`config.mk`:
```
export PLATFORM = sky130hd
export DESIGN_NAME = comparador_jogadas_flat
export DESIGN_NICKNAME = d
export VERILOG_FILES = /design/src/rtl/comparador_jogadas_if.sv /design/src/rtl/comparador_jogadas.sv /design/src/flat_wrapper.sv
export SDC_FILE = /design/constraint.sdc
export NUM_CORES = 1
export LEC_CHECK = 0
export ABC_AREA = 1
export BUFFER_PORTS_ARGS = -buffer_cell sky130_fd_sc_hd__buf_2
export CAP_MARGIN = 5
export CORE_ASPECT_RATIO = 1.1
export CORE_UTILIZATION = 58
export DETAILED_ROUTE_END_ITERATION = 10
export GPL_TIMING_DRIVEN = 0
export PLACE_DENSITY_LB_ADDON = 0.3
export SLEW_MARGIN = 5
export SYNTH_ARGS = -nofsm -noshare
export SYNTH_HDL_FRONTEND = slang
export SYNTH_SLANG_ARGS = --single-unit
```
`constraint.sdc`:
```
create_clock -name clock -period 3.1 [get_ports clock]
set_input_delay 0.155 -clock clock [delete_from_list [all_inputs] [get_ports clock]]
set_output_delay 0.155 -clock clock [all_outputs]
set_load 0.05 [all_outputs]
```
`src/rtl/comparador_jogadas_if.sv`:
```
// Play request and result bundle between the player front-end and the comparator.
interface comparador_jogadas_if #(
  parameter int N  = 4,
  parameter int W  = 2,
  parameter int CW = 8
);
  logic [N*W-1:0] indices;
  logic [N-1:0]   jogada;
  logic           jogada_valida;
  logic           ocupado;
  logic           pronto;
  logic           acerto;
  logic           erro;
  logic [N-1:0]   mascara;
  logic [CW-1:0]  num_acertos;
  logic [CW-1:0]  num_erros;

  modport master (
    output indices, jogada, jogada_valida,
    input  ocupado, pronto, acerto, erro, mascara, num_acertos, num_erros
  );

  modport slave (
    input  indices, jogada, jogada_valida,
    output ocupado, pronto, acerto, erro, mascara, num_acertos, num_erros
  );
endinterface

```
`src/rtl/comparador_jogadas.sv`:
```
// Latches a play, matches each pressed lane against ALVO, keeps saturating hit/miss counts; pronto two edges after the accepting edge.
// No backpressure: one result per press, ESPERA holds until jogada_valida drops. COMPARADOR_JOGADAS_ESTRITO_EN: multi-press plays are misses.
module comparador_jogadas #(
  parameter int             N    = 4,
  parameter int             W    = 2,
  parameter logic [W-1:0]   ALVO = '0,
  parameter int             CW   = 8
) (
  input  logic                clock,
  input  logic                reset_n,
  input  logic                zera,
  comparador_jogadas_if.slave bus
);

  typedef enum logic [1:0] {OCIOSO, AVALIA, RESPOSTA, ESPERA} estado_t;

  localparam logic [CW-1:0] SATURADO = '1;

  estado_t        estado, prox;
  logic           captura, avalia_en, pronto_set;
  logic [N*W-1:0] idx_q;
  logic [N-1:0]   jog_q;
  logic [N-1:0]   masc_calc;
  logic           acerto_calc;
  logic           pronto_q, acerto_q, erro_q;
  logic [N-1:0]   mascara_q;
  logic [CW-1:0]  acertos_q, erros_q;

  always_ff @(posedge clock or negedge reset_n) begin
    if (!reset_n) estado <= OCIOSO;
    else          estado <= prox;
  end

  always_comb begin
    prox = estado;
    case (estado)
      OCIOSO:   if (bus.jogada_valida && (|bus.jogada)) prox = AVALIA;
      AVALIA:   prox = RESPOSTA;
      RESPOSTA: prox = ESPERA;
      ESPERA:   if (!bus.jogada_valida) prox = OCIOSO;
      default:  prox = OCIOSO;
    endcase
    if (zera) prox = OCIOSO;
  end

  // zera suppresses every datapath update on its edge
  always_comb begin
    captura    = (estado == OCIOSO) && (prox == AVALIA);
    avalia_en  = (estado == AVALIA) && !zera;
    pronto_set = (estado == RESPOSTA) && !zera;
  end

  always_comb begin
    masc_calc = '0;
    for (int k = 0; k < N; k++)
      masc_calc[k] = (idx_q[k*W +: W] == ALVO) && jog_q[k];
`ifdef COMPARADOR_JOGADAS_ESTRITO_EN
    if ((jog_q & (jog_q - N'(1))) != '0) masc_calc = '0;
`endif
    acerto_calc = |masc_calc;
  end

  always_ff @(posedge clock or negedge reset_n) begin
    if (!reset_n) begin
      idx_q <= '0;
      jog_q <= '0;
    end else if (captura) begin
      idx_q <= bus.indices;
      jog_q <= bus.jogada;
    end
  end

  always_ff @(posedge clock or negedge reset_n) begin
    if (!reset_n) begin
      pronto_q  <= 1'b0;
      acerto_q  <= 1'b0;
      erro_q    <= 1'b0;
      mascara_q <= '0;
      acertos_q <= '0;
      erros_q   <= '0;
    end else if (zera) begin
      pronto_q  <= 1'b0;
      acerto_q  <= 1'b0;
      erro_q    <= 1'b0;
      mascara_q <= '0;
      acertos_q <= '0;
      erros_q   <= '0;
    end else begin
      pronto_q <= pronto_set;
      if (avalia_en) begin
        acerto_q  <= acerto_calc;
        erro_q    <= !acerto_calc;
        mascara_q <= masc_calc;
        if (acerto_calc && (acertos_q != SATURADO)) acertos_q <= acertos_q + CW'(1);
        if (!acerto_calc && (erros_q != SATURADO))  erros_q   <= erros_q + CW'(1);
      end
    end
  end

  assign bus.ocupado     = (estado != OCIOSO);
  assign bus.pronto      = pronto_q;
  assign bus.acerto      = acerto_q;
  assign bus.erro        = erro_q;
  assign bus.mascara     = mascara_q;
  assign bus.num_acertos = acertos_q;
  assign bus.num_erros   = erros_q;

endmodule

```
`src/flat_wrapper.sv`:
```
// flat-port wrapper written by rule: the top's interface ports become plain ports
module comparador_jogadas_flat 
#(
  parameter int             N    = 4,
  parameter int             W    = 2,
  parameter logic [W-1:0]   ALVO = '0,
  parameter int             CW   = 8
)
  (clock, reset_n, zera, bus_indices, bus_jogada, bus_jogada_valida, bus_ocupado, bus_pronto, bus_acerto, bus_erro, bus_mascara, bus_num_acertos, bus_num_erros);
  comparador_jogadas_if #(.N(N), .W(W), .CW(CW)) bus_i ();
  input  logic clock;
  input  logic reset_n;
  input  logic zera;
  input wire logic [$bits(bus_i.indices)-1:0] bus_indices;
  input wire logic [$bits(bus_i.jogada)-1:0] bus_jogada;
  input wire logic [$bits(bus_i.jogada_valida)-1:0] bus_jogada_valida;
  output wire logic [$bits(bus_i.ocupado)-1:0] bus_ocupado;
  output wire logic [$bits(bus_i.pronto)-1:0] bus_pronto;
  output wire logic [$bits(bus_i.acerto)-1:0] bus_acerto;
  output wire logic [$bits(bus_i.erro)-1:0] bus_erro;
  output wire logic [$bits(bus_i.mascara)-1:0] bus_mascara;
  output wire logic [$bits(bus_i.num_acertos)-1:0] bus_num_acertos;
  output wire logic [$bits(bus_i.num_erros)-1:0] bus_num_erros;
  assign bus_i.indices = bus_indices;
  assign bus_i.jogada = bus_jogada;
  assign bus_i.jogada_valida = bus_jogada_valida;
  assign bus_ocupado = bus_i.ocupado;
  assign bus_pronto = bus_i.pronto;
  assign bus_acerto = bus_i.acerto;
  assign bus_erro = bus_i.erro;
  assign bus_mascara = bus_i.mascara;
  assign bus_num_acertos = bus_i.num_acertos;
  assign bus_num_erros = bus_i.num_erros;
  comparador_jogadas #(.N(N), .W(W), .ALVO(ALVO), .CW(CW)) u_core (.clock(clock), .reset_n(reset_n), .zera(zera), .bus(bus_i));
endmodule
```
### Word-level counts from Yosys, hierarchy flattened

Cells that the tools add are included.

* add/sub/neg operators: 2
* muxes and demuxes: 17
* equality and inequality tests: 6
* reductions and logical operators: 25

Operator list (number)
* two-way mux 8 bit: 6
* adder 8 x 1 -> 8 bit, second input constant: 2
* != test 8 bit, second input constant: 2
* logical AND 1 bit: 10
* zero test 2 bit: 5
* two-way mux 4 bit: 2
* case mux 2 bit (4 select lines): 1
* nonzero test 2 bit: 4
* OR reduction 4 bit: 2
* two-way mux 2 bit: 3
* two-way mux 1 bit: 5
* equality test 2 x 1 -> 1 bit, second input constant: 2
* equality test 2 bit, second input constant: 2
* AND reduction 2 bit: 2
* zero test 1 bit: 2

* output and inout port bits: 24
* input port bits: 16
* logic and storage cells: 59
* register bits: 37

### Logic depth before layout (Yosys ltp)

Gate-level depths: netlist of the first run.

* depth after elaboration: 8
* mapped depth: 8
* gate-level depth less buffers: 8

### Worst setup path after synthesis of the first run

Ideal clock, no wire load.

* path kind: register to register
* start: register u_core.erros_q[0] (netlist: u_core.bus.num_erros[0])
* end: register u_core.erros_q[0] (netlist: u_core.bus.num_erros[0])
* path slack: 1.302 ns
* cell stages (with the launch flop): 9
* buffers on the path: 0
* clock period less this slack: 1.798 ns
* arrival time: 1.679 ns
* cell sequence: dfrtp_1 > ha_1 > nand3_1 > nor2_1 > nand3_1 > nand3_2 > nand2_2 > nand2_1 > nand2_1

* word-level cells in the longest chain between the ends: 4
* elaborated cells on any way between the ends: 8
* classes of those cells: add/sub (1); eq/ne (1); mux (3); reduce/logical (3)

Ends and longest elaborated chain
* start, declared: RTL line comparador_jogadas.sv:27 `logic [CW-1:0] acertos_q, erros_q;`
* start signal, assigned: RTL line comparador_jogadas.sv:95 `if (!acerto_calc && (erros_q != SATURADO)) erros_q <= erros_q + CW'(1);`
* adder 8 x 1 -> 8 bit / != test 8 bit (equally long branches): RTL line comparador_jogadas.sv:95
* two-way mux 8 bit / logical AND 1 bit (equally long branches): RTL line comparador_jogadas.sv:95
* two-way mux 8 bit / nonzero test 2 bit (equally long branches)
* two-way mux 8 bit / AND reduction 2 bit (equally long branches)

Several ways; a longest one is shown, not always the timed one. The select of a mux whose other input is x is not followed.
A chain may end at the register's enable or synchronous reset.

### Final worst setup path of the first run

* start: register u_core.erros_q[0] (netlist: u_core.bus.num_erros[0])
* end: register u_core.erros_q[4] (netlist: u_core.bus.num_erros[4])

Same word-level chain as after synthesis.

==> results.sh, run 1 <==
export IMPL_status="complete, but fails checks"
export IMPL_violations="DRC"
export IMPL_firstDrtPassIters=8
export IMPL_hold_viol=0
export IMPL_yosys_warnings=0
export IMPL_antennaDiodeCount=0
export IMPL_antenna_found_initial=0
export IMPL_overflow=0
export IMPL_tns_ns=0
export IMPL_drive_gt1_frac=0.245
export IMPL_synthCells=243
export IMPL_worst_path_max_fanout=9
export IMPL_met3_wirelength_um=206
export IMPL_dieHeight_um=62.7
export IMPL_htreeDepth=2
export IMPL_ys_seq_area_frac=0.476
export IMPL_grt_max_degree=38
export IMPL_power_uw=1330
export IMPL_fmax_mhz=617
export IMPL_die_w_um=57.2
export IMPL_rr_worst_depth=8
export IMPL_placed_cell_area_mm2=0.00218
export IMPL_synth_cell_types=26
export IMPL_post_route_util=0.727
export IMPL_wl_um=3960
export IMPL_core_mm2=0.00313
export IMPL_boundaryPins=40
export IMPL_drt_iter0_drc=89
export IMPL_vdd_drop_max_mv=0.378
export IMPL_drc_errors=2
export IMPL_highest_signal_layer="met4"
export IMPL_cts_buffers=5
export IMPL_fin_crit_sh=0.523
export IMPL_p_per_area_mw_per_mm2=584
export IMPL_met2WireLength_um=1860
export IMPL_synth_seq_cells=37
export IMPL_clock_latency_ns=0.35
export IMPL_finClkSkew_ns=0.0165
export IMPL_tightest_slew_ns=0.791
export IMPL_start_util=0.622
export IMPL_syn_area_mm2=0.00194
export IMPL_port_buffers=38
export IMPL_startpoint_type="register"
export IMPL_layout_commonest_cell="nand2_1"
export IMPL_hpwl_um=2820
export IMPL_startpoint="u_core.bus.num_erros[0]"
export IMPL_cp_end_kind="register"
export IMPL_met1_length_um=1760
export IMPL_root_buffer="clkbuf_4"
export IMPL_avgSynthCellArea_um2=8.00
export IMPL_drv_cap=0
export IMPL_timing_worst_setup_path_type="register to register"
export IMPL_cts_resized=0
export IMPL_reg2reg_from="u_core.bus.num_erros[0]"
export IMPL_netlist_area_leader_share=0.476
export IMPL_grt_pass1_wl_um=6780
export IMPL_die_area_mm2=0.00359
export IMPL_layout_common_cells="nand2_1 (59), buf_2 (41), nand3_1 (38)"
export IMPL_clockBufferDepth=2
export IMPL_cts_tree="built"
export IMPL_cp_arrival_ns=1.88
export IMPL_yosysTopAreaCell="dfrtp_1"
export IMPL_p_leak_uw=0.00125
export IMPL_rsz0062_at_grt="false"
export IMPL_fin_area_mm2=0.00227
export IMPL_setup_worst_path_end="u_core.bus.num_erros[4]"
export IMPL_hold_path_class="input pin to register"
export IMPL_syn_num_nets=261
export IMPL_synth_area_top_cells="dfrtp_1 (48%), nand2_1 (11%), nand3_1 (9.8%), nor2_1 (5.6%), inv_1 (4.6%)"
export IMPL_maxSlewViolCount=0
export IMPL_gp_congestion=0.785
export IMPL_setup_violations=0
export IMPL_grt_usage=0.249
export IMPL_post_route_min_period_ns=1.62
export IMPL_route_detailed_wl_per_inst_um=12.2
export IMPL_row_count=21
export IMPL_vias=1736
export IMPL_first_global_vias=1632
export IMPL_path_clk_slew_ns=0.12
export IMPL_slew_headroom=0.473
export IMPL_areaGrowthSynthToFinish_pct=16.9
export IMPL_vias_per_cell=5.36
export IMPL_ant_nets=0
export IMPL_cts_sinks=37
export IMPL_required_ns=3.36
export IMPL_reg2reg_to="u_core.bus.num_erros[4]"
export IMPL_r2r_slack_ns=1.48
export IMPL_nets=307
export IMPL_whs_ns=0.0458
-- kinds of logic (layout without fill, tap and decap cells) --
kind of cell,Yosys count,count (layout),share of synthesized area
buffers and inverters,33,80,0.0721
and+or+nand+nor,141,141,0.323
adders and majority gates,2,2,0.0129
xor gates and xnor gates,8,8,0.0360
AOI/OAI and AO/OA,22,22,0.0798
DFF,37,37,0.476
-- state kept, by name, summed over array words and instances (netlist names) --
register                count
u_core.estado               2
u_core.jog_q                4
u_core.bus.num_erros        8
u_core.bus.mascara          4
u_core.bus.acerto           1
u_core.bus.erro             1
u_core.bus.num_acertos      8
u_core.idx_q                8
u_core.bus.pronto           1
-- repair_timing --
item	4_1_cts	5_1_grt
hold endpoints to repair	37	0
setup endpoints to repair	0	0
hold buffers	1	0
buffers inserted	0	0
-- metal layers --
metal / up-vias / track usage
li1: 879 / -
met1: 773 / 0.304
met2: 67 / 0.404
met3: 17 / 0.0476
met4: 0 / 0.146
met5: - / 0
-- area by class of cell --
| class | instances | area, µm² |
|---|---|---|
| plain buffers | 7 | 42.5 |
| clock buffers | 7 | 55.1 |
| clock inverters | 1 | 30.0 |
| fillers | 264 | 855 |
| inverters | 26 | 97.6 |
| multi-input cells | 173 | 878 |
| flip-flops and latches | 37 | 926 |
| well taps | 34 | 42.5 |
| repair buffers | 39 | 200 |
-- worst max-delay path, cell delays in order, from the launching register on --
cell,delay [ns]
dfrtp_1,0.43
ha_1,0.21
nand3_1,0.11
nor2_1,0.17
nand3_1,0.11
nand3_2,0.19
nand2_2,0.15
nand2_1,0.10
nand2_1,0.05
-- Yosys cell counts, drive strengths merged --
master / n
nand2: 62
nand3: 40
dfrtp: 37
nor2: 30
inv: 26
o21ai: 18
buf: 5
xor2: 5
a21oi: 4
nor3: 4
nand4: 3
xnor2: 3
clkbuf: 2
ha: 2
and2: 1
nand3b: 1
-- worst min path at each step --
| stage | from | end | slack [ns] | cells after the start |
|---|---|---|---|---|
| floorplan | reset_n | u_core.bus.acerto | -0.14 | 0 |
| global placement | reset_n | u_core.bus.num_erros[3] | 0.28 | 1 |
| detailed placement | reset_n | u_core.bus.num_erros[3] | 0.28 | 1 |
| CTS | bus_indices[7] | u_core.idx_q[7] | 0.03 | 3 |
| global route | bus_indices[6] | u_core.idx_q[6] | 0.03 | 3 |
| finish | bus_indices[5] | u_core.idx_q[5] | 0.05 | 3 |
-- stage by stage --
step	std cells	worst slack, ns
2_1_floorplan	243	1.30
3_3_place_gp	315	1.52
3_5_place_dp	315	1.49
4_1_cts	324	1.48
5_1_grt	324	1.34
6_report	324	1.48
-- power by group --
part           total, µW  switching (µW)  leakage, µW  internal [µW]
registers            602            49.6     0.000489            553
logic                372             262     0.000717            110
clock network        352             160    0.0000455            193
total               1330             471      0.00125            855
No activity file was read; power rests on OpenSTA's default activity.
==> inputs of run 2 (changes only) <==
ABC_AREA = 0   (was 1)
CORE_UTILIZATION = 53   (was 58)
clock period = 1.63 ns   (was 3.1 ns; I/O delays follow)
==> run 2 against run 1 <==
  * Die area is 0.20% higher
  * Critical path type unchanged
  * Critical path depth fell by 3
  * Core utilization increased by 13 points
  * Sequential share of layout area down 5.6 points
  * Via count about the same
  * Highest routed layer unchanged
  * Clock-buffer cell count is the same
  * The run ends with DRC, setup timing left
  * Sequential cell count unchanged
==> results.sh, run 2 <==
export IMPL_met1_length_um=1990
export IMPL_cp_arrival_ns=2.24
export IMPL_drv_cap=0
export IMPL_vias=1737
export IMPL_highest_signal_layer="met4"
export IMPL_fmax_mhz=508
export IMPL_yosys_warnings=0
export IMPL_drt_iter0_drc=123
export IMPL_crit_top_cell="or4_4"
export IMPL_root_buffer="clkbuf_4"
export IMPL_syn_num_nets=186
export IMPL_ys_seq_area_frac=0.520
export IMPL_required_ns=1.90
export IMPL_cts_tree="built"
export IMPL_route_detailed_wl_per_inst_um=18.0
export IMPL_antenna_found_initial=0
export IMPL_post_route_min_period_ns=1.97
export IMPL_worst_path_max_fanout=7
export IMPL_hpwl_um=2800
export IMPL_die_area_mm2=0.00360
export IMPL_startpoint_type="register"
export IMPL_netlist_area_leader_share=0.520
export IMPL_setup_ws_ns=-0.339
export IMPL_ys_flop_type="dfrtp_1"
export IMPL_nets=268
export IMPL_areaGrowthSynthToFinish_pct=49.9
export IMPL_fin_crit_sh=1.21
export IMPL_met3_wirelength_um=264
export IMPL_slew_headroom=0.459
export IMPL_gp_congestion=0.830
export IMPL_p_per_area_mw_per_mm2=999
export IMPL_cts_buffers=5
export IMPL_syn_area_mm2=0.00178
export IMPL_grt_pass1_wl_um=7710
export IMPL_crit_slowest_cell="or4_4"
export IMPL_overflow=0
export IMPL_fill_cells=150
export IMPL_cp_end_kind="register"
export IMPL_die_w_um=57.3
export IMPL_synth_cell_types=34
export IMPL_final_cells=285
export IMPL_firstDrtPassIters=7
export IMPL_layout_commonest_cell="buf_2"
export IMPL_layout_common_cells="buf_2 (38), dfrtp_1 (27), buf_4 (20)"
export IMPL_drive_gt1_frac=0.514
export IMPL_wl_um=5140
export IMPL_grt_max_degree=38
export IMPL_synth_edf_count=0
export IMPL_timing_worst_setup_path_type="register to register"
export IMPL_synth_area_top_cells="dfrtp_1 (52%), mux2_2 (8.9%), a21oi_1 (5.1%), nand2_1 (3.4%), o31ai_1 (3.4%)"
export IMPL_rsz0062_at_grt="true"
export IMPL_cts_sinks=37
export IMPL_clockBufferDepth=2
export IMPL_tns_ns=-2.58
export IMPL_antennaDiodeCount=0
export IMPL_path_cells="nor3b_4 > or4_4 > buf_6 > or4_4 > a21oi_2"
export IMPL_start_util=0.569
export IMPL_htreeDepth=2
export IMPL_drc_errors=5
export IMPL_clock_latency_ns=0.35
export IMPL_synth_commonest_cells="dfrtp_1 (37), a21oi_1 (18), nand2_1 (16)"
export IMPL_port_buffers=38
export IMPL_finClkSkew_ns=0.0106
export IMPL_hold_path_class="input pin to register"
export IMPL_core_mm2=0.00313
export IMPL_tightest_slew_ns=0.812
export IMPL_yosysTopAreaCell="dfrtp_1"
export IMPL_violations="DRC, setup timing"
export IMPL_grt_usage=0.280
export IMPL_path_clk_slew_ns=0.11
export IMPL_row_count=21
export IMPL_status="complete, but fails checks"
export IMPL_boundaryPins=40
export IMPL_vias_per_cell=6.09
export IMPL_avgSynthCellArea_um2=10.6
export IMPL_p_leak_uw=0.00116
export IMPL_dieHeight_um=62.8
export IMPL_async_reset_ff_frac=1.00
export IMPL_synth_seq_cells=37
export IMPL_setup_violations=25
export IMPL_dp_cells=240
export IMPL_hold_viol=0
export IMPL_first_global_vias=1784
export IMPL_synthCells=168
export IMPL_maxSlewViolCount=0
export IMPL_synth_most_common_cell="dfrtp_1"
export IMPL_critPathMaxStageDelay_ns=0.57
export IMPL_met2WireLength_um=2720
export IMPL_ant_nets=0
export IMPL_vdd_drop_max_mv=0.726
-- run 2: power breakdown --
| group | switching [µW] | internal, µW |
|---|---|---|
| clock network | 321 | 250 |
| registers | 102 | 1020 |
| logic | 485 | 487 |
-- run 2: final cells by class --
class / instances / area (µm²) / share of cell area
flip-flops and latches: 37 / 938 / 0.352
multi-input cells: 119 / 1020 / 0.381
plain buffers: 8 / 70.1 / 0.0263
clock buffers: 7 / 65.1 / 0.0244
inverters: 4 / 15.0 / 0.00563
repair buffers: 75 / 515 / 0.193
well taps: 34 / 42.5 / 0.0159
clock inverters: 1 / 5.00 / 0.00188
-- run 2: worst paths after layout --
| check | start | endpoint | slack, ns | cells after the start |
|---|---|---|---|---|
| max | u_core.jog_q[0] | u_core.bus.num_erros[4] | -0.34 | 5 |
| min in group asynchronous | reset_n | u_core.bus.num_acertos[5] | 0.34 | 2 |
| min | bus_jogada_valida | u_core.estado[1] | 0.07 | 3 |
| max reg2reg | u_core.jog_q[0] | u_core.bus.num_erros[4] | -0.34 | 5 |
| max in group asynchronous | reset_n | u_core.bus.num_erros[1] | 0.72 | 2 |
| min reg2reg | u_core.jog_q[1] | u_core.jog_q[1] | 0.53 | 1 |
-- run 2: timing repair --
item                                    CTS  global route
pin swaps                                14            17
gates resized for setup                  21            21
setup buffers                            16             9
gates cloned                              0             0
endpoints found under the setup margin   28            26
hold endpoints to repair                 49             0
hold buffers                             13             0
-- run 2: critical path, delay by kind of cell (launching register included) --
kind / cells / cell delay (ns)
AND/OR/NAND/NOR: 3 / 1.20
buffers and inverters: 1 / 0.16
AO/OA/AOI/OAI: 1 / 0.14
flip-flops: 1 / 0.41
-- run 2: cells by family after synthesis --
kind of cell / count (synthesis) / synth area share
flops: 37 / 0.520
simple gates: 65 / 0.220
buf+inv: 12 / 0.0302
mux: 14 / 0.0885
compound gates: 37 / 0.122
fa+ha+maj: 3 / 0.0197
-- run 2: stage by stage --
stage | worst slack, ns | total power, µW | util | instance area, µm² | hold slack [ns]
after floorplan | -0.325 | 1550 | - | 1880 | -0.214
after global placement | -0.317 | 1680 | 0.674 | 2110 | 0.201
after detailed placement | -0.374 | 1710 | 0.674 | 2110 | 0.217
after CTS | -0.290 | 2500 | 0.805 | 2520 | 0.0808
after global routing | -0.381 | 2760 | 0.854 | 2670 | 0.0773
final | -0.339 | 2670 | 0.854 | 2670 | 0.0690
-- run 2: routing by layer --
metal,vias up,track usage
met1,851,0.305
met5,-,0
met4,0,0.131
met3,19,0.0580
met2,81,0.507
li1,786,-
